[config.mk]
export PLATFORM = sky130hd
export DESIGN_NAME = mem_access_stage
export DESIGN_NICKNAME = d
export VERILOG_FILES = /design/src/rtl/lc3b_types.sv /design/src/rtl/mem_access_stage.sv
export SDC_FILE = /design/constraint.sdc
export NUM_CORES = 1
export LEC_CHECK = 0
export CORE_UTILIZATION = 44
export CTS_CLUSTER_DIAMETER = 200
export DETAILED_ROUTE_END_ITERATION = 8
export PLACE_DENSITY = 0.84
export SYNTH_ARGS = -nofsm -noshare
export SYNTH_HDL_FRONTEND = slang
export SYNTH_SLANG_ARGS = --single-unit
[constraint.sdc]
create_clock -name clk -period 8.5 [get_ports clk]
set_clock_uncertainty 0.05 [all_clocks]
set_input_delay 1.7 -clock clk [delete_from_list [all_inputs] [get_ports clk]]
set_output_delay 1.7 -clock clk [all_outputs]
set_load 0.01 [all_outputs]
[src/rtl/lc3b_types.sv]
// lc3b_types: shared word and pipeline-bundle types for the LC-3b pipeline.
//   lc3b_word          16-bit machine word
//   lc3b_control_word  control bits carried from decode to writeback
//   EX_MEM             bundle from EX into MEM
//   MEM_WB             bundle from MEM into WB
package lc3b_types;

    typedef logic [15:0] lc3b_word;

    typedef struct packed {
        logic       load_regfile;
        logic       load_cc;
        logic [1:0] regfile_mux_sel;
        logic [2:0] dest;
        logic       br_en;
    } lc3b_control_word;

    typedef struct packed {
        lc3b_word         intr;
        lc3b_word         pc_out;
        lc3b_word         alu_out;
        lc3b_word         srcb_out;
        lc3b_control_word control_signals;
    } EX_MEM;

    typedef struct packed {
        lc3b_word         intr;
        lc3b_word         pc_out;
        lc3b_word         alu_out;
        lc3b_word         mem_data;
        lc3b_control_word control_signals;
    } MEM_WB;

endpackage

[src/rtl/mem_access_stage.sv]
// mem_access_stage: pipeline MEM stage. Performs the data-memory access for
// LDR/STR/LDB/STB/LDI/STI (two accesses for the indirect ops), stalls the
// upstream pipeline while an access is outstanding and registers the
// MEM_WB bundle for writeback.
//
// Ports:
//   clk, reset         clock (rising edge), asynchronous active-high reset
//   ex_mem_in          EX_MEM bundle from the EX stage
//   ex_mem_valid       ex_mem_in holds a real instruction (0 = bubble)
//   dmem_rdata         data memory read data
//   dmem_resp          data memory completes the current access this cycle
//   dmem_address       data memory word address (bit 0 always 0)
//   dmem_read/write    request strobes, never both 1
//   dmem_wdata         write data
//   dmem_byte_enable   [1] = high byte, [0] = low byte
//   mem_stall          1 = EX and earlier stages hold their state
//   mem_wb_out         registered bundle for WB
//   mem_wb_valid       mem_wb_out holds a real instruction
//
// Handshakes: a memory request is open while dmem_read or dmem_write is 1;
// address, strobes, wdata and byte enables are held stable until the cycle
// in which dmem_resp = 1, and that cycle completes the access. A dmem_resp
// without an open request is ignored. Upstream, ex_mem_in is consumed on an
// edge where mem_stall = 0; while mem_stall = 1 the upstream holds it and a
// bubble (mem_wb_valid = 0) is sent to WB.
module mem_access_stage
    import lc3b_types::*;
(
    input  logic        clk,
    input  logic        reset,
    input  EX_MEM       ex_mem_in,
    input  logic        ex_mem_valid,
    input  logic [15:0] dmem_rdata,
    input  logic        dmem_resp,
    output logic [15:0] dmem_address,
    output logic        dmem_read,
    output logic        dmem_write,
    output logic [15:0] dmem_wdata,
    output logic [1:0]  dmem_byte_enable,
    output logic        mem_stall,
    output MEM_WB       mem_wb_out,
    output logic        mem_wb_valid
);

    localparam logic [3:0] OP_LDB = 4'b0010;
    localparam logic [3:0] OP_STB = 4'b0011;
    localparam logic [3:0] OP_LDR = 4'b0110;
    localparam logic [3:0] OP_STR = 4'b0111;
    localparam logic [3:0] OP_LDI = 4'b1010;
    localparam logic [3:0] OP_STI = 4'b1011;

    typedef enum logic {
        IDLE     = 1'b0,
        INDIRECT = 1'b1
    } state_t;

    state_t   state;
    logic     ind_gap;    // first cycle in INDIRECT: no request yet
    lc3b_word ind_addr;   // pointer fetched by the first indirect access

    logic [3:0] opcode;
    lc3b_word   word_addr;
    logic       is_ind;
    logic       go_ind;
    logic       req_read;
    logic       req_write;
    lc3b_word   load_data;
    lc3b_word   byte_sel;

    assign opcode    = ex_mem_in.intr[15:12];
    assign word_addr = {ex_mem_in.alu_out[15:1], 1'b0};
    assign is_ind    = ex_mem_valid && (opcode == OP_LDI || opcode == OP_STI);

    // Request generation and stall.
    always_comb begin
        dmem_address     = word_addr;
        dmem_wdata       = ex_mem_in.srcb_out;
        dmem_byte_enable = 2'b11;
        req_read         = 1'b0;
        req_write        = 1'b0;
        mem_stall        = 1'b0;
        go_ind           = 1'b0;
        case (state)
            IDLE: begin
                if (ex_mem_valid) begin
                    case (opcode)
                        OP_LDR, OP_LDB, OP_LDI, OP_STI: req_read = 1'b1;
                        OP_STR: req_write = 1'b1;
                        OP_STB: begin
                            req_write        = 1'b1;
                            dmem_wdata       = {ex_mem_in.srcb_out[7:0],
                                                ex_mem_in.srcb_out[7:0]};
                            dmem_byte_enable = ex_mem_in.alu_out[0] ? 2'b10 : 2'b01;
                        end
                        default: ;
                    endcase
                end
                if (req_read || req_write) begin
                    // Indirect ops keep stalling through the pointer fetch.
                    mem_stall = !dmem_resp || is_ind;
                    go_ind    = dmem_resp && is_ind;
                end
            end
            INDIRECT: begin
                dmem_address = ind_addr;
                if (!ind_gap) begin
                    if (opcode == OP_STI) req_write = 1'b1;
                    else                  req_read  = 1'b1;
                end
                mem_stall = ind_gap || !dmem_resp;
            end
            default: ;
        endcase
    end

    // Reset kills the strobes immediately, without waiting for an edge.
    assign dmem_read  = req_read  && !reset;
    assign dmem_write = req_write && !reset;

    assign byte_sel = ex_mem_in.alu_out[0]
                    ? {{8{dmem_rdata[15]}}, dmem_rdata[15:8]}
                    : {{8{dmem_rdata[7]}},  dmem_rdata[7:0]};

    // Data captured into MEM_WB; stores, non-memory ops and bubbles give 0.
    always_comb begin
        load_data = '0;
        if (ex_mem_valid) begin
            case (opcode)
                OP_LDR, OP_LDI: load_data = dmem_rdata;
                OP_LDB:         load_data = byte_sel;
                default:        load_data = '0;
            endcase
        end
    end

    always_ff @(posedge clk or posedge reset) begin
        if (reset) begin
            state        <= IDLE;
            ind_gap      <= 1'b0;
            ind_addr     <= '0;
            mem_wb_out   <= '0;
            mem_wb_valid <= 1'b0;
        end else begin
            case (state)
                IDLE: begin
                    if (go_ind) begin
                        state    <= INDIRECT;
                        ind_gap  <= 1'b1;
                        ind_addr <= {dmem_rdata[15:1], 1'b0};
                    end
                end
                INDIRECT: begin
                    if (ind_gap)        ind_gap <= 1'b0;
                    else if (dmem_resp) state   <= IDLE;
                end
                default: state <= IDLE;
            endcase

            if (mem_stall) begin
                mem_wb_valid <= 1'b0;
            end else begin
                mem_wb_out.intr            <= ex_mem_in.intr;
                mem_wb_out.pc_out          <= ex_mem_in.pc_out;
                mem_wb_out.alu_out         <= ex_mem_in.alu_out;
                mem_wb_out.mem_data        <= load_data;
                mem_wb_out.control_signals <= ex_mem_in.control_signals;
                mem_wb_valid               <= ex_mem_valid;
            end
        end
    end

endmodule

==> impl_results.md, run 1 <==
- Outcome: complete, but fails checks
- Failing checks: DRC
- Cells along the critical path: clkdlybuf4s50_1 -> nand2b_1 -> or3_1 -> mux2_4 -> clkdlybuf4s50_1
- Worst Path Arrival: around 4.0 ns
- Root Driver: clkbuf_8
- Design Area, Final: 6280 µm²
- Diode count: 0
- Most area-hungry cell type in the Yosys netlist: dfrtp_1
- Synthesis warning total: 0
- Post-synth EDFFs: 0
- Highest clock rate: ~170 MHz
- Worst IR drop on VDD: 0.000113 V
- Chip width: around 98 µm
- Worst skew pair latency: between 0.3 and 0.4 ns
- Ys flop type: dfrtp_1
- Crit path kind: in -> out
- Worst setup margin: 2.74 ns
- Final Core Density: 70.9%
- Total CTS buffers: 9
- Initial antenna violation count: 0
- Half-perimeter wire length after placement: 7700 µm
- Pwr per Cell Area: 171 nW/µm²
- Setup TNS: 0 ns
- Area of the core: 8850 µm²
- Final Hold Viols: 0
- Final Setup Violations: 0
- Clk sink count: 90
- Cts repair resizes: 0
- Detail Route Antenna Nets: 0
- Share of cells above drive strength 1: 25.5%
- Seq/Total Area, Yosys: between 50% and 60%
- Vias in the first global route: 3323
- Synth cell types: 31
- Area after DPL: roughly 6000 µm²
- Worst hold-check path type: reg -> reg
- Setup crit start kind: primary input
- Vias per cell: 5.20
- Drt first-iter violations: 183
- Post-Syn Nets: 370
- Initial Util: about 46%
- WL final: approximately 11000 µm
- Post-CTS setup buffers: 0
- I/O Buffers: 200
- Fin crit share: 67.8%
- Die Ht: 98.3 µm
- Worst-path fanout max: 10
- Tmin final: 5.76 ns
- First-pass GRT wire length: 17000 µm
- Slew headroom: between 20% and 30%
- Site Rows: 34
- Layout net count: between 500 and 600
- Total track usage: 22.6%
- CP max-delay cell: clkdlybuf4s50_1
- Number of synthesized register bits: 90
- Max-cap viol count: 0
- Synth cell count leaders: dfrtp_1 (90), mux2_2 (67), mux2_4 (29), o2bb2ai_1 (16), buf_4 (13)
- Worst Path Required: 6.75 ns
- Area Overhead vs Synth: 53.7%
- H-tree levels: 3
- CP most frequent cell: clkdlybuf4s50_1
- Top post-synthesis cells by area: dfrtp_1 (55%), mux2_2 (18%), mux2_4 (11%)
- Max Slew Vio Count: 0
- Type of element capturing the critical path: output port
- Post-synthesis instance area: approximately 4100 µm²
- Via count: 3004
- Hold-fix buffer count after cts: 0
- FF/Latch Area: ~2300 µm²
- Remaining global-route overflow: 0
- Gpl congestion: 0.792
- Worst-Margin Slew: 1.13 ns
- Top-Level Pins: 202
- DR WL/cell: 18.3 µm
- Share of the synthesized area in the top cell type: 55.1%
- Max clock buf depth: 2
- Fill count: 637
- Clk slew on worst S/H paths: 0.08 ns
- FFs w/ async S/R, synth: 100%
- Mean area per synthesized cell: 14.7 µm²
- Crit path largest cell delay: slightly above 0.6 ns
- Mapped Cells: 278
- Top-count cell post-synth: dfrtp_1
- Leakage: between 2 and 3 nW
- Multi-input gate area: ~1600 µm²
- DIE AREA: 9670 µm²
- Pin count of the biggest net entering global routing: 91
- DR pass1 iterations: 9
- CTS tree: built
- Worst R2R Setup Slack: 5.54 ns
- RSZ-0062 raised after global routing: false
- Placement Setup Slack: 2.75 ns
- DRC errors left: 16
==> metal layers <==
layer | wire length [µm] | GRT usage (%) | up-vias
li1 | - | - | 1366
met1 | 4170 | 25.8 | 1482
met2 | 5270 | 40.3 | 141
met3 | 991 | 7.16 | 15
met4 | 168 | 7.46 | 0
met5 | 0 | 0 | -
==> per-stage QoR <==
step	hold WS (ns)	instances	total power, mW
after floorplan	0.425	278	0.633
after global placement	0.422	562	0.771
after detailed placement	0.423	562	0.779
after CTS	0.448	578	1.09
after global routing	0.463	578	1.12
final	0.444	578	1.07
==> layout make-up <==
| class | count | area share, % |
|---|---|---|
| clock buffer | 11 | 2.41 |
| clock inverter | 5 | 0.977 |
| inverter | 5 | 0.339 |
| multi-input combinational | 158 | 26.2 |
| sequential | 90 | 35.9 |
| tap | 108 | 2.15 |
| timing repair buffer | 201 | 32.0 |
==> state kept, by name (all words and copies together), names as in the netlist <==
signal        cells
mem_wb_out       72
ind_addr         15
ind_gap           1
mem_wb_valid      1
state             1
==> cells by family (layout without fill, tap and decap cells) <==
kind of cell,after synthesis,count (layout),synth area share (%)
and+or+nand+nor,22,22,3.46
muxes,96,96,29.1
AOI/OAI and AO/OA,38,38,7.11
buffers and inverters,30,222,4.84
DFF,90,90,55.1
xor gates and xnor gates,1,1,0.214
other,1,1,0.0918
==> final timing paths <==
path                                start        endpoint  cells after the start
setup / recovery            ex_mem_in[71]  dmem_wdata[11]                      5
hold / removal             mem_wb_out[19]  mem_wb_out[19]                      1
setup reg to reg                    state   mem_wb_out[8]                      5
hold reg to reg            mem_wb_out[19]  mem_wb_out[19]                      1
max in group asynchronous           reset  mem_wb_out[38]                      2
min in group asynchronous           reset  mem_wb_out[28]                      2
==> placed cells by master, fill, tap and decap left out, types with 2 or more instances in the layout <==
| cell type | n |
|---|---|
| a21oi_1 | 10 |
| a22oi_1 | 8 |
| and3_1 | 2 |
| clkbuf_8 | 11 |
| clkdlybuf4s50_1 | 200 |
| clkinv_4 | 2 |
| dfrtp_1 | 90 |
| inv_1 | 3 |
| mux2_2 | 67 |
| mux2_4 | 29 |
| nand2_1 | 3 |
| nand2b_1 | 4 |
| nor2_1 | 5 |
| o2bb2ai_1 | 16 |
==> report_power, final <==
| part | total (mW) | switching (mW) | internal (mW) |
|---|---|---|---|
| registers | 0.503 | 0.0276 | 0.475 |
| logic | 0.266 | 0.0971 | 0.169 |
| clock network | 0.305 | 0.151 | 0.154 |
==> worst max-delay path: cells and delay by family <==
kind                   cells  cell delay (ns)
buffers and inverters      2             1.09
and+or+nand+nor            2             0.83
muxes                      1             0.38
(Power assumes the default switching activity.)
==> run 2: changes to the inputs <==
CORE_UTILIZATION = 41   (was 44)
PLACE_DENSITY = 0.78   (was 0.84)
clock period = 5.63 ns   (was 8.5 ns; I/O delays follow)
==> impl_results.md, run 2 (synthesized netlist as in run 1, its figures left out) <==
- Outcome: finished, final reports clean
- H-tree levels: 3
- Type of element capturing the critical path: output port
- Most frequent cells in the layout: clkdlybuf4s50_1 (200), dfrtp_1 (90), mux2_2 (67)
- Design Area, Final: about 6300 µm²
- Share of cells above drive strength 1: about a quarter
- DRC errors left: 0
- Switching part of the total: 26.0%
- Site Rows: 36
- FF/Latch Area: 2250 µm²
- DIE AREA: ~10000 µm²
- Area Overhead vs Synth: 53.9%
- Most common cell after layout, fill and taps aside: clkdlybuf4s50_1
- Area after DPL: 6100 µm²
- Setup crit start kind: primary input
- Leakage: 2.67 nW
- Diode count: 0
- Total net switching power: 0.411 mW
- Worst-Margin Slew: around 1.1 ns
- Worst Path Required: 4.45 ns
- Area of the core: about 9700 µm²
- CP most frequent cell: clkdlybuf4s50_1
- Vias per cell: 5.00
- Total track usage: about a fifth
- Clk pwr share: 26.4%
- Half-perimeter wire length after placement: 7910 µm
- Worst R2R Setup Slack: between 3 and 4 ns
- Cts repair resizes: 0
- CTS tree: built
- Drt first-iter violations: slightly above 100
- Crit Reg-Reg Endpoint: mem_wb_out[8]
- Crit path largest cell delay: 0.61 ns
- Combinational power share: 25.7%
- Worst-path fanout max: 10
- Max Slew Vio Count: 0
- Tmin final: 4.60 ns
- Chip width: 102 µm
- Worst Path Arrival: 3.42 ns
- Crit path kind: in -> out
- Hold Path End: mem_wb_out[10]
- I/O Buffers: 200
- Worst reg2reg startpoint: state
- Slew headroom: a little under a quarter
- Post-CTS setup buffers: 0
- Flop pwr share: 47.8%
- Worst hold-check path type: reg -> reg
- Initial antenna violation count: 0
- Final Hold Viols: 0
- Root Driver: clkbuf_8
- Fin crit share: 81.6%
- Clk sink count: 90
- WHS Path Cells: 1
- Gpl congestion: 0.774
- Via count: about 3000
- Delay-heaviest family, CP: buffers and inverters
- First-pass GRT wire length: 16400 µm
- Most flops, register: mem_wb_out
- RSZ-0062 raised after global routing: false
- Worst skew pair latency: approximately 0.35 ns
- Clk slew on worst S/H paths: 0.08 ns
- Max clock buf depth: 2
- Final Setup Violations: 0
- Initial Util: 42.0%
- WL final: 10900 µm
- Hold-fix buffer count after cts: 0
- Pwr per Cell Area: 251 nW/µm²
- Layout net count: 558
- Setup TNS: 0 ns
- Largest register FFs: 72
- Vias in the first global route: 3219
- Regs by FF count: mem_wb_out (72), ind_addr (15)
- DR pass1 iterations: 5
- DR WL/cell: between 15 and 20 µm
- Multi-input gate area: 1650 µm²
- Reg2Reg Depth: 5
- Max-cap viol count: 0
- Buf/Inv on CP: 2
- CP max-delay cell: clkdlybuf4s50_1
- Worst IR drop on VDD: roughly 0.00015 V
- Die Ht: 102 µm
- Top-Level Pins: 202
- Total CTS buffers: 9
- CP startpoint: ex_mem_in[71]
- Highest clock rate: 218 MHz
- Detail Route Antenna Nets: 0
- Pin count of the biggest net entering global routing: 91
- Power Internal: approximately 1.2 mW
- Fill count: 772
- Cells along the critical path: clkdlybuf4s50_1 -> nand2b_1 -> or3_1 -> mux2_4 -> clkdlybuf4s50_1
- Remaining global-route overflow: 0
- Hold_sp: mem_wb_out[10]
- Total Power: about 1.6 mW
-- run 2: cell count changes in the layout (fill, tap and decap cells not counted) --
cell	previous run	this run
clkinv_2	1	2
inv_6	1	0
bufinv_16	1	0
clkbuf_8	11	12
clkinv_4	2	0
clkbuf_1	0	2
buf_4	1	2
-- run 2: worst max path at each step --
stage / endpoint / slack (ns) / depth (start not counted)
2_1_floorplan: ind_addr[10] / 2.12 / 1
5_1_grt: dmem_wdata[12] / 0.93 / 5
6_report: dmem_wdata[15] / 1.03 / 5
4_1_cts: dmem_wdata[15] / 1.05 / 5
3_3_place_gp: dmem_wdata[8] / 1.08 / 5
3_5_place_dp: dmem_wdata[15] / 1.06 / 5
-- run 2: area by class of cell --
type                    instances  area share, %
well taps                     133           2.65
inverters                       5          0.338
multi-input cells             158           26.2
clock inverters                 2          0.159
flip-flops and latches         90           35.8
repair buffers                202           32.1
clock buffers                  14           2.75
-- run 2: stage by stage --
step           hold WS [ns]  setup WS, ns  instances  util [%]
2_1_floorplan         0.425          2.12        278         -
3_3_place_gp          0.421          1.08        588      62.7
3_5_place_dp          0.423          1.06        588      62.7
4_1_cts               0.451          1.05        604      64.6
5_1_grt               0.460         0.929        604      64.6
6_report              0.451          1.03        604      64.6
-- run 2: power groups by stage --
stage | logic [mW] | clock network, mW | registers [mW]
final | 0.407 | 0.418 | 0.756
after global routing | 0.434 | 0.453 | 0.765
after CTS | 0.412 | 0.433 | 0.757
after detailed placement | 0.410 | 0 | 0.769
after global placement | 0.402 | 0 | 0.765
after floorplan | 0.175 | 0 | 0.781
-- run 2: layer usage --
metal	GRT usage [%]	vias up	part of all wire [%]
li1	-	1362	-
met1	23.6	1491	39
met2	35.8	152	49
met3	7.25	18	10
met4	9.48	0	1.8
met5	0	-	0
